$ cat src/rtl/cfg_pkg.sv
// Shared constants and FSM encoding for the configuration bitstream loader.
package cfg_pkg;
  localparam int CFG_BITS = 4416;
  localparam int WORD_W   = 32;
  localparam int NWORDS   = (CFG_BITS + WORD_W - 1) / WORD_W;

  localparam logic [15:0] CRC16_POLY = 16'h1021;
  localparam logic [15:0] CRC16_INIT = 16'hFFFF;

  typedef enum logic [1:0] {
    ST_IDLE = 2'd0,
    ST_LOAD = 2'd1,
    ST_CRC  = 2'd2,
    ST_FIN  = 2'd3
  } ld_state_e;
endpackage

$ cat src/rtl/crc16_serial.sv
// Bit-serial CRC-16-CCITT, MSB-first, no reflection, no final XOR.
module crc16_serial
  import cfg_pkg::*;
(
  input  logic        clk_i,
  input  logic        rst_ni,
  input  logic        clr_i,
  input  logic        en_i,
  input  logic        bit_i,
  output logic [15:0] crc_o
);
  logic [15:0] crc_q;
  logic [15:0] crc_d;
  logic        fb;

  always_comb begin
    crc_d = crc_q;
    fb    = crc_q[15] ^ bit_i;
    if (clr_i) begin
      crc_d = CRC16_INIT;
    end else if (en_i) begin
      crc_d = {crc_q[14:0], 1'b0} ^ (fb ? CRC16_POLY : 16'h0000);
    end
  end

  always_ff @(posedge clk_i or negedge rst_ni) begin
    if (!rst_ni) begin
      crc_q <= CRC16_INIT;
    end else begin
      crc_q <= crc_d;
    end
  end

  assign crc_o = crc_q;
endmodule

$ cat src/rtl/cfg_bitstream_loader.sv
// Serializes a word-wide bitstream LSB-first into the fabric configuration chain
// and checks the trailing CRC word. A word moves on wr_valid & wr_ready in the same cycle.
module cfg_bitstream_loader #(
  parameter int CFG_BITS = cfg_pkg::CFG_BITS,
  parameter int WORD_W   = cfg_pkg::WORD_W
) (
  input  logic              prog_clk,
  input  logic              prog_rst_n,
  input  logic              start,
  input  logic              abort,
  input  logic [WORD_W-1:0] wr_data,
  input  logic              wr_valid,
  output logic              wr_ready,
  output logic              prog_in,
  output logic              prog_en,
  output logic              busy,
  output logic              done,
  output logic              crc_ok
);
  import cfg_pkg::*;

  localparam int N_WORDS = (CFG_BITS + WORD_W - 1) / WORD_W;
  localparam int BCW     = $clog2(CFG_BITS + 1);
  localparam int WCW     = $clog2(N_WORDS + 1);
  localparam int SCW     = $clog2(WORD_W + 1);

  localparam logic [BCW-1:0] LAST_BIT  = BCW'(CFG_BITS - 1);
  localparam logic [WCW-1:0] WORDS_MAX = WCW'(N_WORDS);
  localparam logic [SCW-1:0] SR_FULL   = SCW'(WORD_W);

  ld_state_e         state_q, state_d;
  logic [WORD_W-1:0] sr_q, sr_d;
  logic [SCW-1:0]    sr_cnt_q, sr_cnt_d;
  logic [WORD_W-1:0] hr_q, hr_d;
  logic              hr_vld_q, hr_vld_d;
  logic [BCW-1:0]    bit_cnt_q, bit_cnt_d;
  logic [WCW-1:0]    word_cnt_q, word_cnt_d;
  logic              prog_in_q, prog_in_d;
  logic              prog_en_q, prog_en_d;
  logic              crc_ok_q, crc_ok_d;

  logic              accept;
  logic              sr_shift;
  logic              sr_free;
  logic              crc_clr;
  logic              crc_en;
  logic [15:0]       crc_val;

  assign wr_ready = ((state_q == ST_LOAD) && !hr_vld_q && (word_cnt_q < WORDS_MAX)) ||
                    (state_q == ST_CRC);
  assign accept   = wr_valid & wr_ready;
  assign sr_shift = (state_q == ST_LOAD) && (sr_cnt_q != '0);
  // SR is reusable next cycle when it is empty or is giving up its last bit now.
  assign sr_free  = (sr_cnt_q <= SCW'(1));

  always_comb begin
    state_d    = state_q;
    sr_d       = sr_q;
    sr_cnt_d   = sr_cnt_q;
    hr_d       = hr_q;
    hr_vld_d   = hr_vld_q;
    bit_cnt_d  = bit_cnt_q;
    word_cnt_d = word_cnt_q;
    prog_in_d  = 1'b0;
    prog_en_d  = 1'b0;
    crc_ok_d   = crc_ok_q;
    crc_clr    = 1'b0;
    crc_en     = 1'b0;

    case (state_q)
      ST_IDLE: begin
        if (start && !abort) begin
          state_d    = ST_LOAD;
          crc_ok_d   = 1'b0;
          crc_clr    = 1'b1;
          bit_cnt_d  = '0;
          word_cnt_d = '0;
          sr_cnt_d   = '0;
          hr_vld_d   = 1'b0;
        end
      end
      ST_LOAD: begin
        if (sr_shift) begin
          prog_in_d = sr_q[0];
          prog_en_d = 1'b1;
          crc_en    = 1'b1;
          sr_d      = sr_q >> 1;
          sr_cnt_d  = sr_cnt_q - SCW'(1);
          bit_cnt_d = bit_cnt_q + BCW'(1);
        end
        if (sr_free && hr_vld_q) begin
          sr_d     = hr_q;
          sr_cnt_d = SR_FULL;
          hr_vld_d = 1'b0;
        end else if (accept) begin
          word_cnt_d = word_cnt_q + WCW'(1);
          if (sr_free) begin
            sr_d     = wr_data;
            sr_cnt_d = SR_FULL;
          end else begin
            hr_d     = wr_data;
            hr_vld_d = 1'b1;
          end
        end
        // Any bits of the final word beyond the chain length are dropped here.
        if (sr_shift && (bit_cnt_q == LAST_BIT)) begin
          state_d  = ST_CRC;
          sr_cnt_d = '0;
          hr_vld_d = 1'b0;
        end
      end
      ST_CRC: begin
        if (accept) begin
          crc_ok_d = (wr_data[15:0] == crc_val);
          state_d  = ST_FIN;
        end
      end
      ST_FIN: begin
        state_d = ST_IDLE;
      end
      default: begin
        state_d = ST_IDLE;
      end
    endcase

    if (abort && (state_q != ST_IDLE)) begin
      state_d    = ST_IDLE;
      prog_in_d  = 1'b0;
      prog_en_d  = 1'b0;
      crc_en     = 1'b0;
      sr_cnt_d   = '0;
      hr_vld_d   = 1'b0;
      bit_cnt_d  = '0;
      word_cnt_d = '0;
      crc_ok_d   = 1'b0;
    end
  end

  always_ff @(posedge prog_clk or negedge prog_rst_n) begin
    if (!prog_rst_n) begin
      state_q    <= ST_IDLE;
      sr_q       <= '0;
      sr_cnt_q   <= '0;
      hr_q       <= '0;
      hr_vld_q   <= 1'b0;
      bit_cnt_q  <= '0;
      word_cnt_q <= '0;
      prog_in_q  <= 1'b0;
      prog_en_q  <= 1'b0;
      crc_ok_q   <= 1'b0;
    end else begin
      state_q    <= state_d;
      sr_q       <= sr_d;
      sr_cnt_q   <= sr_cnt_d;
      hr_q       <= hr_d;
      hr_vld_q   <= hr_vld_d;
      bit_cnt_q  <= bit_cnt_d;
      word_cnt_q <= word_cnt_d;
      prog_in_q  <= prog_in_d;
      prog_en_q  <= prog_en_d;
      crc_ok_q   <= crc_ok_d;
    end
  end

  crc16_serial u_crc (
    .clk_i  (prog_clk),
    .rst_ni (prog_rst_n),
    .clr_i  (crc_clr),
    .en_i   (crc_en),
    .bit_i  (sr_q[0]),
    .crc_o  (crc_val)
  );

  assign prog_in = prog_in_q;
  assign prog_en = prog_en_q;
  assign busy    = (state_q != ST_IDLE);
  assign done    = (state_q == ST_FIN);
  assign crc_ok  = crc_ok_q;
endmodule

$ cat config.mk
export PLATFORM = sky130hd
export DESIGN_NAME = cfg_bitstream_loader
export DESIGN_NICKNAME = d
export VERILOG_FILES = /design/src/rtl/cfg_pkg.sv /design/src/rtl/crc16_serial.sv /design/src/rtl/cfg_bitstream_loader.sv
export SDC_FILE = /design/constraint.sdc
export NUM_CORES = 1
export LEC_CHECK = 0
export BUFFER_PORTS_ARGS = -buffer_cell sky130_fd_sc_hd__buf_2
export CORE_MARGIN = 2
export CORE_UTILIZATION = 25
export DETAILED_ROUTE_END_ITERATION = 12
export PLACE_DENSITY_LB_ADDON = 0.3
export SETUP_SLACK_MARGIN = 0.05
export SLEW_MARGIN = 10
export SYNTH_ARGS = -nofsm -noshare
export SYNTH_HDL_FRONTEND = slang
export SYNTH_SLANG_ARGS = --single-unit
$ cat constraint.sdc
create_clock -name prog_clk -period 2.9 [get_ports prog_clk]
set_input_delay 0.145 -clock prog_clk [delete_from_list [all_inputs] [get_ports prog_clk]]
set_output_delay 0.145 -clock prog_clk [all_outputs]
set_load 0.01 [all_outputs]
==> out/qor.csv, run 1 <==
metric,value,unit
# rows,55,
Routed Wire Length,15.5,mm
critical path arrival,2.60,ns
most frequent cells in the layout,"dfrtp_1, nand2_1, o21ai_1",
crit path capture type,register,
Seq cells post-synth,113,
Initial Util,25.6,%
clk root buf,clkbuf_16,
Die ar.,24600,um2
P_int,4.50,mW
crit share post-route,78.9,%
largest cells by area after synthesis,"dfrtp_1, dfstp_2, mux2_1",
setup_tns,0,ns
Die X,157,um
Clk network pwr share,30.3,%
Pwr Density,976,nW/um2
cell area after layout,7250,um2
worst path cell trace,inv_1 -> ha_1 -> nand2b_1 -> nand2_1 -> a21oi_2 -> nand2_1 -> o32ai_1,
Final Util,31.8,%
post-synthesis cell type count,62,
switch share,36.4,%
Yosys Warn Count,0,
Placed Cells incl. Taps,889,
vias per inst,4.97,
residual DRC count,0,
max-cap viol count,0,
type of the worst min-delay path,primary input to register,
"Remaining Overflow, GRT",0,
worst vdd ir,0.598,mV
Vias,4670,
Syn Inst Count,548,
min cycle time layout,2.29,ns
run status,completed,
worst stage delay on the critical path,0.44,ns
fin cells,939,
io pins,43,
routed len/inst,16.6,um
DP HPWL,10.2,mm
Logic pwr share,34.7,%
most common library cell in the layout ignoring fill and taps,dfrtp_1,
"area leader, netlist",dfrtp_1,
first-pass GRT wire length,25.2,mm
Synth async-reset ratio,100,%
Synth Flop Type,dfrtp_1,
Avg Inst Size Synth,10.6,um2
Max Buffers Root-to-Sink,2,
worst endpoint required time,3.21,ns
leakage,3.29,nW
H-Tree Depth,4,
clk_lat worst skew,0.42,ns
core area,22800,um2
Post-synth EDFFs,0,
crit path kind,register to register,
syn nets,594,
Post-CTS Setup Inserts,0,
startpoint types,register,
CP dominant cell by count,nand2_1,
layout cell share with drive strength beyond 1,19.5,%
CP max stage cell,a21oi_2,
vias in the first global route,4577,
initial antenna violation count,0,
drt pass-1 iters,6,
highest clock rate,437,MHz
R2R setup slack,0.61,ns
total power,7.08,mW
Sw Pwr,2.58,mW
port bufs,42,
worst relative slew slack,49.1,%
number of routed nets with antenna violations,0,
sequential share of the synthesized area,48.9,%
DP Area,6470,um2
synthesis-to-finish area growth,24.4,%
unrepaired setup endpoints after global routing,false,
Max Transition Viols Final,0,
# diodes,0,
pin count of the biggest net entering global routing,51,
final setup vio count,0,
post-synth top area share,41.6,%
Tot GR Track Use,13.2,%
Fin. Hold Viols,0,
Sink Count,113,
GP Congestion,0.805,
Layout Nets,659,
clock-pin slew on the worst setup and hold paths,0.06,ns
initial detailed-routing violation count,527,
clk_skew,0.0110,ns
mapped cell area,5830,um2
die height,157,um
Num CTS Buffers,17,
Worst Tran Pin Value,0.759,ns
Sequential Power Share,34.9,%
post-cts sizing count,0,
crit path buf inv count,1,
CTS tree,yes,
"CP delay by family, top",compound AO/OA/AOI/OAI gates,
"critical path fanouts, max",11,
[power by group through the flow]
| stage | registers (mW) | clock network (mW) | logic, mW |
|---|---|---|---|
| finish | 2.47 | 2.15 | 2.46 |
| global route | 2.54 | 2.25 | 2.75 |
| CTS | 2.47 | 2.18 | 2.48 |
| detailed placement | 2.49 | 0 | 2.45 |
| global placement | 2.48 | 0 | 2.42 |
| floorplan | 2.38 | 0 | 1.78 |
[worst paths after layout]
path                                  endpoint     startpoint  cells past startpoint
worst min-delay path                   hr_q[6]     wr_data[6]                      2
max in group asynchronous       u_crc.crc_o[1]     prog_rst_n                      3
worst max register to register     sr_cnt_q[3]     state_q[1]                      7
worst max-delay path               sr_cnt_q[3]     state_q[1]                      7
worst min register to register   bit_cnt_q[12]  bit_cnt_q[12]                      1
min in group asynchronous           state_q[0]     prog_rst_n                      2
[final cells by class]
| cell class | instances | area [um2] |
|---|---|---|
| Clock inverter | 10 | 136 |
| Inverter | 11 | 41.3 |
| Multi-Input combinational cell | 392 | 2820 |
| Clock buffer | 22 | 464 |
| Tap cell | 313 | 392 |
| Timing Repair Buffer | 78 | 553 |
| Sequential cell | 113 | 2850 |
| Fill cell | 2356 | 15500 |
[kinds of logic (layout without fill, tap and decap cells)]
logic type	Yosys count	count (layout)	synth area share, %
buf+inv	43	121	3.22
xor+xnor	19	19	2.85
simple gates	150	150	13.2
compound gates	149	149	18.1
mux	65	65	11.8
fa+ha+maj	9	9	1.93
flops	113	113	48.9
[per-stage QoR]
| step | hold WS (ns) | setup slack [ns] |
|---|---|---|
| final | 0.00977 | 0.611 |
| after global routing | 0.0179 | 0.378 |
| after CTS | 0.00308 | 0.608 |
| after detailed placement | 0.228 | 0.606 |
| after global placement | 0.224 | 0.600 |
| after floorplan | -0.151 | 0.797 |
[cell usage after synthesis, drive strengths merged (2+ instances only)]
| master | number |
|---|---|
| or3 | 2 |
| a21oi | 14 |
| nand2b | 3 |
| and3 | 7 |
| nor4 | 4 |
| o31ai | 7 |
| or4 | 5 |
| mux2i | 33 |
| dfstp | 16 |
| dfrtp | 97 |
| nand4 | 7 |
| ha | 9 |
| a22o | 3 |
| nor2b | 2 |
| buf | 17 |
| o211ai | 5 |
| nor3 | 7 |
| inv | 11 |
| nor2 | 13 |
| a222oi | 31 |
| xor2 | 5 |
| nand3 | 30 |
| clkbuf | 15 |
| mux2 | 32 |
| a211o | 4 |
| nand3b | 2 |
| a31oi | 13 |
| o32ai | 3 |
| nand2 | 61 |
| o21ai | 55 |
| xnor2 | 14 |
| a211oi | 2 |
[routing by layer]
| metal | global-route usage, % | vias up | wire length, um |
|---|---|---|---|
| met5 | 0 | - | 0 |
| met4 | 4.37 | 0 | 235 |
| met3 | 2.91 | 17 | 540 |
| met2 | 19.2 | 89 | 6870 |
| met1 | 19.2 | 2346 | 7910 |
| li1 | - | 2218 | - |
[worst reg2reg max path, cell delays in order, from the launching register on]
cell	delay, ns
dfrtp_1	0.41
inv_1	0.11
ha_1	0.28
nand2b_1	0.20
nand2_1	0.26
a21oi_2	0.44
nand2_1	0.18
o32ai_1	0.30
[registers in the layout, indices dropped and copies added (netlist names), 2 cells and up]
register and count:
hr_q 32, sr_q 32, u_crc.crc_o 16, bit_cnt_q 13, word_cnt_q 8, sr_cnt_q 6, state_q 2
[timing repair]
action                                  CTS  global route
hold buffers                             18             0
endpoints found under the setup margin    0             0
hold endpoints to repair                 69             0
(Power assumes the default switching activity.)
==> run 2, diff against run 1 <==
==> constraint.sdc (replaced) <==
create_clock -name prog_clk -period 2.16 [get_ports prog_clk]
set_input_delay 0.108 -clock prog_clk [delete_from_list [all_inputs] [get_ports prog_clk]]
set_output_delay 0.108 -clock prog_clk [all_outputs]
set_load 0.01 [all_outputs]
==> out/qor.csv, run 2 (synthesis gave the netlist of run 1 again) <==
metric,value,unit,change
Sink Count,113,,unchanged
area of the multi-input gates,2920,um2,+3.8%
worst endpoint required time,2.44,ns,-0.77 ns
metal3 WL,496,um,-8.1%
met2 routed wirelength,7.31,mm,+6.4%
CP max stage cell,dfrtp_1,,
drt pass-1 iters,6,,unchanged
max-cap viol count,0,,unchanged
initial antenna violation count,0,,unchanged
most common library cell in the layout ignoring fill and taps,dfrtp_1,,
worst path cell trace,o31ai_4 -> a32oi_2 -> nor3_4 -> buf_4 -> buf_12 -> mux2_1,,
crit path capture type,register,,
io pins,43,,unchanged
Max Buffers Root-to-Sink,2,,unchanged
crit path kind,register to register,,
reg2reg path depth,6,,-1
hold_ws,0.0998,ns,+0.0900 ns
Pwr Density,1270,nW/um2,+30%
"critical path fanouts, max",12,,+1
Die ar.,24600,um2,unchanged
clk_skew,0.0275,ns,+0.0165 ns
crit share post-route,97.5,%,+19 points
startpoint types,register,,
"CP delay by family, top",compound AO/OA/AOI/OAI gates,,
Fin. Hold Viols,0,,unchanged
critical path arrival,2.39,ns,-0.21 ns
initial detailed-routing violation count,384,,-27%
Die X,157,um,unchanged
Vias,4838,,+3.6%
top sig layer,met4,,
DP HPWL,10.7,mm,+4.7%
residual DRC count,0,,unchanged
Final Util,34.5,%,+2.6 points
fin cells,988,,+5.2%
final setup vio count,0,,unchanged
Max Transition Viols Final,0,,unchanged
Num CTS Buffers,17,,unchanged
synthesis-to-finish area growth,34.6,%,
Routed Wire Length,15.9,mm,+2.0%
Tot GR Track Use,13.3,%,+0.12 points
port bufs,42,,unchanged
crit path buf inv count,2,,+1
layout cell share with drive strength beyond 1,25.3,%,+5.8 points
total power,9.95,mW,+41%
die height,157,um,unchanged
# rows,55,,unchanged
most frequent cells in the layout,"dfrtp_1, nand2_1, buf_4",,
worst vdd ir,0.793,mV,+33%
# diodes,0,,unchanged
core area,22800,um2,unchanged
min cycle time layout,2.10,ns,-0.184 ns
H-Tree Depth,4,,unchanged
run status,completed,,
routed len/inst,16.1,um,-3.0%
Reg area,2850,um2,about the same
GP Congestion,0.778,,-3.4%
setup slack at placement,0.0463,ns,-0.560 ns
Layout Nets,708,,+7.4%
unrepaired setup endpoints after global routing,true,,
pin count of the biggest net entering global routing,42,,-18%
WL met1,7.84,mm,-0.83%
clk_lat worst skew,0.42,ns,about the same
clk root buf,clkbuf_16,,
Placed Cells incl. Taps,917,,+3.1%
Fill cells,2321,,-1.5%
highest clock rate,475,MHz,+8.8%
number of routed nets with antenna violations,0,,unchanged
vias in the first global route,4711,,+2.9%
Min-Delay Path Depth,3,,+1
worst stage delay on the critical path,0.45,ns,about the same
"Remaining Overflow, GRT",0,,unchanged
Worst Tran Pin Value,0.621,ns,-0.139 ns
type of the worst min-delay path,primary input to register,,
first-pass GRT wire length,25.5,mm,+1.0%
vias per inst,4.90,,-1.5%
Final WS setup,0.0551,ns,-0.556 ns
clock-pin slew on the worst setup and hold paths,0.06,ns,about the same
worst relative slew slack,58.6,%,+9.6 points
CTS tree,yes,,
Initial Util,25.6,%,unchanged
leakage,3.56,nW,+8.4%
Crit. path cell count,6,,-1
==> run 2: cell types whose count changed in the layout (fill, tap and decap cells not counted), moves of 3 or more <==
cell / change
buf_6: +3
ha_1: -3
dlygate4sd3_1: +15
clkinv_4: +3
buf_12: +4
buf_4: +26
==> run 2: worst min-delay path: cells and delay by family <==
kind,cells,cell delay (ns)
and+or+nand+nor,1,0.08
AOI/OAI and AO/OA,1,0.11
buffers and inverters,1,0.18
==> run 2: per-stage QoR <==
| stage | cell area (um2) | TNS [ns] |
|---|---|---|
| floorplan | 5830 | 0 |
| global placement | 6730 | 0 |
| detailed placement | 6730 | 0 |
| CTS | 7680 | 0 |
| global route | 7850 | -0.270 |
| finish | 7850 | 0 |
==> run 2: final timing paths <==
| kind | start | end | slack (ns) |
|---|---|---|---|
| max | word_cnt_q[5] | hr_q[2] | 0.06 |
| min | wr_valid | hr_vld_q | 0.1 |
| max reg2reg | word_cnt_q[5] | hr_q[2] | 0.06 |
| min reg2reg | bit_cnt_q[12] | bit_cnt_q[12] | 0.48 |
| max in group asynchronous | prog_rst_n | u_crc.crc_o[12] | 1.21 |
| min in group asynchronous | prog_rst_n | word_cnt_q[3] | 0.26 |
==> run 2: cell type report <==
class | count | area share (%)
timing repair buffer | 127 | 13.2
tap | 313 | 4.99
clock buffer | 19 | 5.64
sequential | 113 | 36.3
inverter | 11 | 0.526
multi-input combinational | 392 | 37.3
clock inverter | 13 | 2.07
==> run 2: per-layer routing <==
metal | global-route usage [%] | up-vias
met5 | 0 | -
met4 | 4.63 | 0
met3 | 2.69 | 21
met2 | 20.8 | 109
met1 | 18.2 | 2383
li1 | - | 2325
==> run 2: timing repair <==
| item | in CTS | in global routing |
|---|---|---|
| cloned | 0 | 1 |
| hold buffers | 33 | 0 |
| setup buffers | 0 | 5 |
| resized for setup | 1 | 22 |
| hold endpoints to repair | 85 | 0 |
| pin swaps | 1 | 7 |
| endpoints found under the setup margin | 3 | 80 |
==> run 2: power breakdown <==
group / internal [mW] / switching (mW)
Clock: 1.84 / 1.02
Combinational: 1.68 / 2.09
Sequential: 2.84 / 0.474
Total: 6.36 / 3.59
